## src/rtl/rtc_bus_sequencer.sv

```systemverilog
// Arbiter and phase sequencer for the RTC multiplexed address/data bus.
// Grants one client, runs ADDR/GAP1/DATA/REC with registered strobes, returns read data and a done pulse.
module rtc_bus_sequencer #(
  parameter int N_CLIENTS = 4,
  parameter int DATA_W    = 8,
  parameter int T_PHASE   = 10,
  parameter int T_GAP     = 4,
  parameter int RR_MODE   = 0
) (
  input  logic                          clk,
  input  logic                          reset,
  input  logic [N_CLIENTS-1:0]          req,
  input  logic [N_CLIENTS-1:0]          wr,
  input  logic [N_CLIENTS*DATA_W-1:0]   addr,
  input  logic [N_CLIENTS*DATA_W-1:0]   wdata,
  output logic [N_CLIENTS-1:0]          grant,
  output logic                          done,
  output logic [DATA_W-1:0]             rdata,
  output logic                          busy,
  output logic                          cs_n,
  output logic                          rd_n,
  output logic                          wr_n,
  output logic                          ad,
  output logic [DATA_W-1:0]             bus_out,
  output logic                          bus_oe,
  input  logic [DATA_W-1:0]             bus_in
);

  localparam int PW = (N_CLIENTS > 1) ? $clog2(N_CLIENTS) : 1;
  localparam logic [7:0] PHASE_M1 = 8'(T_PHASE - 1);
  localparam logic [7:0] GAP_M1   = 8'(T_GAP - 1);

  typedef enum logic [2:0] {S_IDLE, S_ADDR, S_GAP1, S_DATA, S_REC} state_e;

  state_e                          state_q, state_d;
  logic [7:0]                      cnt_q, cnt_d;
  logic [N_CLIENTS-1:0]            grant_q, grant_d;
  logic [PW-1:0]                   gidx_q, gidx_d, ptr_q, ptr_d;
  logic                            wr_lat_q, wr_lat_d;
  logic [DATA_W-1:0]               addr_lat_q, addr_lat_d, wdata_lat_q, wdata_lat_d;
  logic                            done_q, done_d;
  logic [DATA_W-1:0]               rdata_q, rdata_d;
  logic                            cs_n_q, cs_n_d, rd_n_q, rd_n_d, wr_n_q, wr_n_d;
  logic                            ad_q, ad_d, bus_oe_q, bus_oe_d;
  logic [DATA_W-1:0]               bus_out_q, bus_out_d;

  logic [N_CLIENTS-1:0][DATA_W-1:0] addr_v, wdata_v;
  logic [N_CLIENTS-1:0]             win_oh;
  logic [PW-1:0]                    win_idx, lo_idx, hi_idx;
  logic                             hi_any;
  int                               base;

  for (genvar i = 0; i < N_CLIENTS; i++) begin : g_unpack
    assign addr_v[i]  = addr[i*DATA_W +: DATA_W];
    assign wdata_v[i] = wdata[i*DATA_W +: DATA_W];
  end

  // Round-robin = lowest requester at/above ptr, else lowest overall (the wrap).
  always_comb begin
    base    = (RR_MODE != 0) ? int'(ptr_q) : 0;
    lo_idx  = '0;
    hi_idx  = '0;
    hi_any  = 1'b0;
    for (int i = N_CLIENTS - 1; i >= 0; i--) begin
      if (req[i]) lo_idx = PW'(i);
      if (req[i] && (i >= base)) begin
        hi_any = 1'b1;
        hi_idx = PW'(i);
      end
    end
    win_idx = hi_any ? hi_idx : lo_idx;
    win_oh  = '0;
    for (int i = 0; i < N_CLIENTS; i++) win_oh[i] = (PW'(i) == win_idx);
  end

  always_ff @(posedge clk or negedge reset) begin
    if (!reset) begin
      state_q     <= S_IDLE;
      cnt_q       <= '0;
      grant_q     <= '0;
      gidx_q      <= '0;
      ptr_q       <= '0;
      wr_lat_q    <= 1'b0;
      addr_lat_q  <= '0;
      wdata_lat_q <= '0;
      done_q      <= 1'b0;
      rdata_q     <= '0;
      cs_n_q      <= 1'b1;
      rd_n_q      <= 1'b1;
      wr_n_q      <= 1'b1;
      ad_q        <= 1'b0;
      bus_oe_q    <= 1'b0;
      bus_out_q   <= '0;
    end else begin
      state_q     <= state_d;
      cnt_q       <= cnt_d;
      grant_q     <= grant_d;
      gidx_q      <= gidx_d;
      ptr_q       <= ptr_d;
      wr_lat_q    <= wr_lat_d;
      addr_lat_q  <= addr_lat_d;
      wdata_lat_q <= wdata_lat_d;
      done_q      <= done_d;
      rdata_q     <= rdata_d;
      cs_n_q      <= cs_n_d;
      rd_n_q      <= rd_n_d;
      wr_n_q      <= wr_n_d;
      ad_q        <= ad_d;
      bus_oe_q    <= bus_oe_d;
      bus_out_q   <= bus_out_d;
    end
  end

  always_comb begin
    state_d     = state_q;
    cnt_d       = cnt_q;
    grant_d     = grant_q;
    gidx_d      = gidx_q;
    ptr_d       = ptr_q;
    wr_lat_d    = wr_lat_q;
    addr_lat_d  = addr_lat_q;
    wdata_lat_d = wdata_lat_q;
    done_d      = 1'b0;
    rdata_d     = rdata_q;
    if (state_q != S_IDLE && cnt_q != 8'd0) cnt_d = cnt_q - 8'd1;
    case (state_q)
      S_IDLE: if ((|req) && !done_q) begin
        state_d     = S_ADDR;
        cnt_d       = PHASE_M1;
        grant_d     = win_oh;
        gidx_d      = win_idx;
        wr_lat_d    = wr[win_idx];
        addr_lat_d  = addr_v[win_idx];
        wdata_lat_d = wdata_v[win_idx];
      end
      S_ADDR: if (cnt_q == 8'd0) begin
        state_d = S_GAP1;
        cnt_d   = GAP_M1;
      end
      S_GAP1: if (cnt_q == 8'd0) begin
        state_d = S_DATA;
        cnt_d   = PHASE_M1;
      end
      S_DATA: if (cnt_q == 8'd0) begin
        state_d = S_REC;
        cnt_d   = GAP_M1;
        if (!wr_lat_q) rdata_d = bus_in;
      end
      S_REC: if (cnt_q == 8'd0) begin
        state_d = S_IDLE;
        done_d  = 1'b1;
        grant_d = '0;
        ptr_d   = (gidx_q == PW'(N_CLIENTS - 1)) ? '0 : gidx_q + 1'b1;
      end
      default: state_d = S_IDLE;
    endcase
  end

  // Bus outputs decode the next state so they can be registered without lagging a cycle.
  always_comb begin
    cs_n_d    = 1'b1;
    rd_n_d    = 1'b1;
    wr_n_d    = 1'b1;
    ad_d      = 1'b0;
    bus_oe_d  = 1'b0;
    bus_out_d = bus_out_q;
    case (state_d)
      S_ADDR: begin
        cs_n_d    = 1'b0;
        rd_n_d    = wr_lat_d;
        wr_n_d    = ~wr_lat_d;
        bus_oe_d  = 1'b1;
        bus_out_d = addr_lat_d;
      end
      S_GAP1: bus_oe_d = wr_lat_d;
      S_DATA: begin
        cs_n_d   = 1'b0;
        ad_d     = 1'b1;
        rd_n_d   = wr_lat_d;
        wr_n_d   = ~wr_lat_d;
        bus_oe_d = wr_lat_d;
        if (wr_lat_d) bus_out_d = wdata_lat_d;
      end
      S_REC:   ad_d = 1'b1;
      default: ;
    endcase
  end

  assign grant   = grant_q;
  assign done    = done_q;
  assign rdata   = rdata_q;
  assign busy    = (state_q != S_IDLE);
  assign cs_n    = cs_n_q;
  assign rd_n    = rd_n_q;
  assign wr_n    = wr_n_q;
  assign ad      = ad_q;
  assign bus_oe  = bus_oe_q;
  assign bus_out = bus_out_q;

endmodule

```

## config.mk

```make
export PLATFORM = sky130hd
export DESIGN_NAME = rtc_bus_sequencer
export DESIGN_NICKNAME = d
export VERILOG_FILES = /design/src/rtl/rtc_bus_sequencer.sv
export SDC_FILE = /design/constraint.sdc
export NUM_CORES = 1
export LEC_CHECK = 0
export BUFFER_PORTS_ARGS = -buffer_cell sky130_fd_sc_hd__buf_2
export CAP_MARGIN = 20
export CORE_UTILIZATION = 45
export CTS_BUF_LIST = sky130_fd_sc_hd__clkbuf_16
export CTS_CLUSTER_DIAMETER = 80
export CTS_CLUSTER_SIZE = 40
export DETAILED_ROUTE_END_ITERATION = 12
export GPL_ROUTABILITY_DRIVEN = 0
export GPL_TIMING_DRIVEN = 0
export PLACE_DENSITY_LB_ADDON = 0.3
export SLEW_MARGIN = 20
export SYNTH_ARGS = -nofsm -noshare
export SYNTH_HDL_FRONTEND = slang
export SYNTH_SLANG_ARGS = --single-unit
```

## constraint.sdc

```tcl
create_clock -name clk -period 2.05 [get_ports clk]
set_input_delay 0.205 -clock clk [delete_from_list [all_inputs] [get_ports clk]]
set_output_delay 0.205 -clock clk [all_outputs]
set_load 0.05 [all_outputs]
```

==> results_dict.tcl, run 1 <==
set metrics [dict create \
    ant_nets 0 \
    grt_first_pass_wirelength_um 13900 \
    initial_core_util_pct 46.8 \
    fin_skew_ns 0.00602 \
    synthFlopType "dfrtp_1" \
    timing.fmax_ghz 0.448 \
    min_period_over_period_pct 109 \
    fin_crit_ns 2.23 \
    power.density_mw_per_mm2 613 \
    drive_above_1_share_pct 43.7 \
    initialDrtViolationCount 227 \
    worstMarginPinSlew_ns 0.685 \
    die_h_um 83.5 \
    vias 2850 \
    grt_use_total_pct 25.6 \
    wl_met3_um 715 \
    yosys.cell_types.count 49 \
    grt.overflow.total 0 \
    first_global_vias 2885 \
    arrival_ns 2.41 \
    grt_max_degree 55 \
    violations "negative setup slack" \
    finalSetupViolations 16 \
    chipWidth_um 83.5 \
    postSynthCellCount 295 \
    wl_met2_um 4210 \
    status "complete, but fails checks" \
    crit_type "reg -> reg" \
    hp-class "in -> reg" \
    core_area_mm2 0.00639 \
    syn2layout_area_growth_pct 38.4 \
    htreeDepth 2 \
    port_buffers 108 \
    wl_per_cell_um 17.5 \
    ys_ff_latch 54 \
    power_leakage_nw 2.03 \
    avgSynthCellArea_um2 10.1 \
    final_common_cell "buf_2" \
    drcViolationCount 0 \
    drt_first_pass_iters 5 \
    pre_cts_ws_ns -0.463 \
    worstPathMaxFanout 8 \
    num_io_pins 109 \
    detailed_place_hpwl_um 5890 \
    antenna_found_initial 0 \
    maxSlewViolCount 0 \
    register_area_mm2 0.00136 \
    mostFrequentLayoutCells "108 x buf_2, 51 x dfrtp_1, 26 x inv_1, 23 x a21oi_1, 21 x nor2_1" \
    async_flop_share_pct 100 \
    reg2reg_slack_ns -0.18 \
    routed_wl_um 8800 \
    antenna_cells 0 \
    syn_area_mm2 0.00299 \
    cts-buffers-inserted 5 \
    syn_nets 378 \
    final_util_pct 64.8 \
    cp.required_ns 2.23 \
    worst_slack_ns -0.181 \
    cp-start-kind "register" \
    worstSetupEndpointType "register" \
    max_cap_violations 0 \
    synth_top_area_share_pct 42.7 \
    insertion_delay_ns 0.29 \
    max-vdd-ir-drop_uv 477 \
    nFillCells 533 \
    multi_input_area_mm2 0.00165 \
    cts.sinks 54 \
    top_layer_used "met4" \
    netlist_top_cells_area "dfrtp_1 43%, a21oi_1 4.2%, mux2_4 4.0%" \
    clock_path_buffers 2 \
    cts_tree "yes" \
    ys_seq_area_share_pct 45.4 \
    vias_per_cell 5.67 \
    maxSlewHeadroom_pct 54.3 \
    hold_viol 0 \
    yosysTopAreaCell "dfrtp_1" \
    rsz0062_at_grt "true" \
    die_area_mm2 0.00697 \
    num_rows 29 \
    ys_warn_count 0 \
    clock_tree.root_cell "clkbuf_16" \
    path_clk_slew_ns 0.07 \
    fin_nets 508 \
    wl_met1_um 3760 \
    synth-edff-count 0 \
]
-- logic make-up after synthesis --
kind of cell,count (synthesis),synth area share [%]
AO/OA/AOI/OAI,86,21.9
AND/OR/NAND/NOR,77,14.2
flip-flops,54,45.4
buffers and inverters,46,6.32
multiplexers,24,9.72
XOR/XNOR,7,2.05
adder cells (fa/ha/maj),1,0.419
-- registers in the layout (all words and copies together), names as in the netlist --
| name | cells |
|---|---|
| ad | 1 |
| done | 1 |
| addr_lat_q | 8 |
| bus_out | 8 |
| wr_lat_q | 1 |
| cnt_q | 8 |
| grant | 4 |
| state_q | 3 |
| wdata_lat_q | 8 |
| wr_n | 1 |
| cs_n | 1 |
| rd_n | 1 |
| bus_oe | 1 |
| rdata | 8 |
-- metrics by stage --
stage	cells	hold WS (ns)	power, mW	setup TNS [ns]	cell area, um2
5_1_grt	503	0.139	2.65	-4.03	4140
6_report	503	0.147	2.53	-2.66	4140
3_5_place_dp	480	0.290	1.65	-8.30	3640
2_1_floorplan	295	-0.0906	1.47	-2.12	3000
3_3_place_gp	480	0.441	1.64	-6.77	3640
4_1_cts	500	0.144	2.53	-2.02	4040
-- critical path: stages, from the launching register on --
cell	delay [ns]
dfrtp_1	0.40
inv_1	0.07
ha_2	0.18
or3b_4	0.43
nor3_4	0.15
o21ai_2	0.10
a221oi_4	0.31
buf_12	0.18
mux2_4	0.30
-- per-layer routing --
layer,GRT usage (%),vias up
met5,0,-
met4,7.86,0
met3,6.13,9
met2,43.6,147
met1,32.4,1356
li1,-,1338
-- power breakdown --
group,switching [mW],internal (mW)
clock,0.390,0.454
combinational,0.322,0.206
sequential,0.0262,1.14
-- final timing paths --
path	cells past startpoint	startpoint	endpoint
min in group asynchronous	2	reset	rdata[6]$_DFFE_PN0P_
worst max register to register	8	cnt_q[0]$_DFF_PN0_	bus_out[3]$_DFFE_PN0P_
worst max-delay path	8	cnt_q[0]$_DFF_PN0_	bus_out[3]$_DFFE_PN0P_
worst min-delay path	2	bus_in[7]	rdata[7]$_DFFE_PN0P_
worst min register to register	1	rdata[2]$_DFFE_PN0P_	rdata[2]$_DFFE_PN0P_
max in group asynchronous	2	reset	addr_lat_q[2]$_DFF_PN0_
-- layout make-up --
type,instances,share of cell area (%)
Clock inverter,3,0.484
Buffer,18,2.60
Clock buffer,5,3.03
Tap cell,77,2.33
Timing Repair Buffer,124,16.4
Multi-Input combinational cell,195,39.9
Inverter,27,2.45
Sequential cell,54,32.8
-- synthesized netlist by cell type (4+ instances only) --
cell      number
a21oi_1       25
a221o_1        8
a222oi_1       8
a32o_1         9
and2_1         9
clkbuf_1      11
dfrtp_1       51
inv_1         27
mux2_2         7
mux2_4         8
mux2i_1        8
nand2_1       10
nor2_1        24
nor2b_1        9
nor3_1         6
nor4_1         4
o21ai_0        6
o31ai_1       16
xnor2_1        4
-- timing repair --
action                                 in CTS  in global routing
resized for setup                          29                 19
endpoints found under the hold margin      51                  0
setup buffers                              12                  3
hold buffers                                1                  0
pin swaps                                  12                 10
setup endpoints to repair                  27                 36
(Power assumes the default switching activity.)
==> run 2, diff against run 1 <==
--- a/config.mk
+++ b/config.mk
@@ -10,7 +10,6 @@
 export CORE_UTILIZATION = 45
 export CTS_BUF_LIST = sky130_fd_sc_hd__clkbuf_16
 export CTS_CLUSTER_DIAMETER = 80
-export CTS_CLUSTER_SIZE = 40
 export DETAILED_ROUTE_END_ITERATION = 12
 export GPL_ROUTABILITY_DRIVEN = 0
 export GPL_TIMING_DRIVEN = 0
==> constraint.sdc (replaced) <==
create_clock -name clk -period 2.05 [get_ports clk]
set_input_delay 0.1025 -clock clk [delete_from_list [all_inputs] [get_ports clk]]
set_output_delay 0.1025 -clock clk [all_outputs]
set_load 0.05 [all_outputs]
==> run 2 against run 1 <==
Net effect: the flow still finishes with violations (negative setup slack); register-to-register slack barely moved; sequential cell count unchanged; die area unchanged; clock skew barely moved; sequential share of layout area rose by 0.089 points; maximum frequency about the same; largest cell class unchanged.
==> results_dict.tcl, run 2 (same netlist as run 1, synthesis figures left out) <==
set metrics [dict create \
    critPathTopFamily "simple AND/OR/NAND/NOR gates" \
    hp-class "in -> reg" \
    antenna_found_initial 0 \
    max_stage_delay_ns 0.43 \
    core_area_mm2 0.00639 \
    port_buffers 108 \
    timing.fmax_ghz 0.448 \
    violations "negative setup slack" \
    worst_slack_ns -0.180 \
    num_rows 29 \
    power.density_mw_per_mm2 614 \
    min_period_over_period_pct 109 \
    grt_first_pass_wirelength_um 13900 \
    die_h_um 83.5 \
    status "complete, but fails checks" \
    cp-start-kind "register" \
    crit_slowest_cell "or3b_4" \
    initial_core_util_pct 46.8 \
    syn2layout_area_growth_pct 38.0 \
    max-vdd-ir-drop_uv 478 \
    vias_per_cell 5.59 \
    fin_nets 508 \
    reg2reg_slack_ns -0.18 \
    maxSlewViolCount 0 \
    initialDrtViolationCount 243 \
    chipWidth_um 83.5 \
    wl_per_cell_um 17.5 \
    arrival_ns 2.41 \
    register_area_mm2 0.00136 \
    grt_busiest_layer "met2" \
    fin_skew_ns 0.00553 \
    crit_start "cnt_q[0]$_DFF_PN0_" \
    drive_above_1_share_pct 43.4 \
    grt_use_total_pct 25.6 \
    met2_usage_pct 43.6 \
    r2r_start "cnt_q[0]$_DFF_PN0_" \
    routed_wl_um 8780 \
    reg2reg_to "bus_out[4]$_DFFE_PN0P_" \
    clock_tree.root_cell "clkbuf_16" \
    crit_buf_inv 2 \
    final_common_cell "buf_2" \
    cp_num_cells 8 \
    fin_crit_ns 2.23 \
    worstPathMaxFanout 8 \
    power_leakage_nw 2.02 \
    mostFrequentLayoutCells "108 x buf_2, 51 x dfrtp_1, 26 x inv_1, 23 x a21oi_1, 22 x nor2_1" \
    vias 2813 \
    dp_cells 480 \
    path_clk_slew_ns 0.07 \
    grt_max_degree 55 \
    hold_viol 0 \
    setup_tns_ns -2.65 \
    antenna_cells 0 \
    max_cap_violations 0 \
    finalSetupViolations 16 \
    pre_cts_ws_ns -0.463 \
    clock_path_buffers 2 \
    whs_ns 0.0454 \
    htreeDepth 2 \
    die_area_mm2 0.00697 \
    r2r_cells 8 \
    maxSlewHeadroom_pct 33.4 \
    cts_tree "yes" \
    cp.required_ns 2.23 \
    cts.sinks 54 \
    detailed_place_hpwl_um 5890 \
    insertion_delay_ns 0.29 \
    nFillCells 537 \
    rsz0062_at_grt "true" \
    first_global_vias 2885 \
    cts-buffers-inserted 5 \
    multi_input_area_mm2 0.00164 \
    use_met3_pct 6.13 \
    ant_nets 0 \
    met1_usage_pct 32.4 \
    drt_first_pass_iters 5 \
    timing.critical_path.to "bus_out[4]$_DFFE_PN0P_" \
    num_io_pins 109 \
    crit_chain "inv_1 > ha_2 > or3b_4 > nor3_4 > o21ai_2 > a221oi_4 > buf_12 > mux2_4" \
    drcViolationCount 0 \
    worstMarginPinSlew_ns 0.997 \
    worstSetupEndpointType "register" \
    fin_cells 503 \
    hold_depth 2 \
    grt.overflow.total 0 \
    crit_type "reg -> reg" \
]
==> run 2: repair_timing <==
action / 4_1_cts / 5_1_grt
setup endpoints to repair: 27 / 36
hold endpoints to repair: 51 / 0
pin swaps: 12 / 10
hold buffers: 1 / 0
setup buffers: 12 / 3
resized for setup: 29 / 17
==> run 2: per-stage QoR <==
stage	total power, mW	instance area, um2	utilization, %
after floorplan	1.47	3000	-
after global placement	1.64	3640	56.9
after detailed placement	1.65	3640	57.0
after CTS	2.53	4040	63.2
after global routing	2.64	4120	64.6
final	2.53	4120	64.6
==> run 2: worst register-to-register path, stage by stage (launching register included) <==
cell	delay (ns)
dfrtp_1	0.40
inv_1	0.07
ha_2	0.18
or3b_4	0.43
nor3_4	0.15
o21ai_2	0.10
a221oi_4	0.31
buf_12	0.18
mux2_4	0.30
==> run 2: layout make-up <==
class / count / share of cell area [%]
Sequential cell: 54 / 32.9
Inverter: 27 / 2.46
Buffer: 18 / 2.61
Timing Repair Buffer: 124 / 16.4
Tap cell: 77 / 2.34
Clock buffer: 5 / 3.03
Multi-Input combinational cell: 195 / 39.8
Clock inverter: 3 / 0.485
==> run 2: metal layers <==
layer	part of all wire, %	wire length (um)
met1	44	3850
met2	48	4200
met3	7.1	627
met4	1.2	106
met5	0	0
==> run 2: worst min-delay path by stage <==
stage	start	to	slack [ns]
global placement	bus_in[7]	rdata[7]$_DFFE_PN0P_	0.34
floorplan	reset	ad$_DFF_PN0_	-0.19
finish	bus_in[0]	rdata[0]$_DFFE_PN0P_	0.05
CTS	bus_in[5]	rdata[5]$_DFFE_PN0P_	0.04
global route	bus_in[2]	rdata[2]$_DFFE_PN0P_	0.04
detailed placement	reset	rdata[4]$_DFFE_PN0P_	0.19
==> run 2: power by group <==
group          internal (mW)  switching, mW  leakage, nW
logic                  0.205          0.320         1.32
clock network          0.454          0.393       0.0679
registers               1.14         0.0256        0.635
==> run 3, diff against run 2 <==
--- a/config.mk
+++ b/config.mk
@@ -8,7 +8,6 @@
 export BUFFER_PORTS_ARGS = -buffer_cell sky130_fd_sc_hd__buf_2
 export CAP_MARGIN = 20
 export CORE_UTILIZATION = 45
-export CTS_BUF_LIST = sky130_fd_sc_hd__clkbuf_16
 export CTS_CLUSTER_DIAMETER = 80
 export DETAILED_ROUTE_END_ITERATION = 12
 export GPL_ROUTABILITY_DRIVEN = 0
==> run 3 against run 2 <==
Net effect: the run still ends with negative setup slack left; clock skew grew 0.0043 ns; combinational power is essentially flat; via count up 0.53%; sequential cell count unchanged; sequential power about the same; critical path depth unchanged; total power down 7.8%; core utilization is 0.90 points lower; final area is 1.4% lower; worst setup slack is essentially flat; critical path type unchanged.
==> results_dict.tcl, run 3 (same netlist as run 1, synthesis figures left out) <==
set metrics [dict create \
    status "complete, but fails checks" \
    violations "negative setup slack" \
    num_rows 29 \
    vias_per_cell 5.62 \
    grt.overflow.total 0 \
    timing.fmax_ghz 0.448 \
    initialDrtViolationCount 251 \
    die_h_um 83.5 \
    vias 2828 \
    crit_slowest_cell "or3b_4" \
    power.density_mw_per_mm2 574 \
    cts_tree "yes" \
    htreeDepth 2 \
    cts-buffers-inserted 5 \
    pwr-share-comb_pct 22.5 \
    max-vdd-ir-drop_uv 347 \
    total_power_mw 2.34 \
    arrival_ns 2.43 \
    dpl_cell_area_mm2 0.00364 \
    pre_cts_ws_ns -0.463 \
    netSwitchingFraction_pct 30.6 \
    worst_slack_ns -0.181 \
    hold_viol 0 \
    cp.required_ns 2.25 \
    grt_use_total_pct 25.4 \
    insertion_delay_ns 0.32 \
    worstSetupEndpointType "register" \
    grt_max_degree 55 \
    fin_skew_ns 0.00983 \
    fin_nets 508 \
    worstPathMaxFanout 8 \
    detailed_place_hpwl_um 5890 \
    setup_tns_ns -2.57 \
    whs_ns 0.0196 \
    port_buffers 108 \
    drcViolationCount 0 \
    final_util_pct 63.7 \
    ant_nets 0 \
    chipWidth_um 83.5 \
    maxSlewViolCount 0 \
    hp-class "in -> reg" \
    antenna_cells 0 \
    antenna_found_initial 0 \
    final_common_cell "buf_2" \
    wl_per_cell_um 17.1 \
    seq_power_share_pct 49.7 \
    core_area_mm2 0.00639 \
    routed_wl_um 8610 \
    syn2layout_area_growth_pct 36.1 \
    die_area_mm2 0.00697 \
    fin_crit_ns 2.23 \
    crit_type "reg -> reg" \
    rsz0062_at_grt "true" \
    num_io_pins 109 \
    max_cap_violations 0 \
    finalSetupViolations 17 \
    worstMarginPinSlew_ns 0.996 \
    min_period_over_period_pct 109 \
    fin_cells 503 \
    clock_path_buffers 2 \
    initial_core_util_pct 46.8 \
    max_stage_delay_ns 0.43 \
    maxSlewHeadroom_pct 33.4 \
    path_clk_slew_ns 0.10 \
    post-route-cell-area_mm2 0.00407 \
    first_global_vias 2902 \
    clkPwrFrac_pct 27.8 \
    drive_above_1_share_pct 43.2 \
    crit_chain "inv_1 > ha_2 > or3b_4 > nor3_4 > o21ai_2 > a221oi_4 > buf_12 > mux2_4" \
    p_int_mw 1.62 \
    nFillCells 544 \
    clock_tree.root_cell "clkbuf_8" \
    power_leakage_nw 1.99 \
    p_sw_mw 0.716 \
    mostFrequentLayoutCells "108 x buf_2, 51 x dfrtp_1, 27 x inv_1, 23 x a21oi_1, 23 x nor2_1" \
    cts.sinks 54 \
    grt_first_pass_wirelength_um 13900 \
    drt_first_pass_iters 4 \
    dp_cells 480 \
    cp-start-kind "register" \
]
==> run 3: cell type report <==
cell class / instances / area, um2 / area share, %
sequential: 54 / 1360 / 33.3
timing repair buffer: 124 / 678 / 16.7
multi-input combinational: 195 / 1650 / 40.5
inverter: 27 / 101 / 2.49
clock buffer: 6 / 82.6 / 2.03
clock inverter: 2 / 16.3 / 0.400
tap: 77 / 96.3 / 2.37
buffer: 18 / 91.3 / 2.25
==> run 3: timing repair <==
item	in CTS	in global routing
setup buffers	13	2
pin swaps	13	8
hold endpoints to repair	51	0
setup endpoints to repair	26	30
hold buffers	1	0
resized for setup	29	12
==> run 3: layer usage <==
layer	wire (um)	part of all wire (%)	track usage, %	vias to the layer above
met5	0	0	0	-
met4	96	1.1	8.17	0
met3	594	6.9	5.84	7
met2	4080	47	43.7	121
met1	3840	45	31.9	1359
li1	-	-	-	1341
==> run 3: worst paths after layout <==
check	cells past startpoint	end	slack (ns)	start
setup / recovery	8	bus_out[4]$_DFFE_PN0P_	-0.18	cnt_q[0]$_DFF_PN0_
hold / removal	2	rdata[7]$_DFFE_PN0P_	0.02	bus_in[7]
setup reg to reg	8	bus_out[4]$_DFFE_PN0P_	-0.18	cnt_q[0]$_DFF_PN0_
max in group asynchronous	2	cnt_q[5]$_DFF_PN0_	1.22	reset
min in group asynchronous	2	rdata[6]$_DFFE_PN0P_	0.37	reset
hold reg to reg	1	rdata[2]$_DFFE_PN0P_	0.52	rdata[2]$_DFFE_PN0P_
==> run 3: worst max-delay path, delay by kind of cell, from the launching register on <==
family / cells / cell delay (ns)
buf+inv: 2 / 0.24
simple gates: 2 / 0.58
flops: 1 / 0.40
compound gates: 2 / 0.41
fa+ha+maj: 1 / 0.18
mux: 1 / 0.30
==> run 3: power groups by stage <==
stage	registers (mW)	logic (mW)	clock network (mW)
floorplan	1.29	0.172	0
global placement	1.18	0.462	0
detailed placement	1.18	0.470	0
CTS	1.16	0.517	0.653
global route	1.17	0.565	0.704
finish	1.16	0.525	0.649
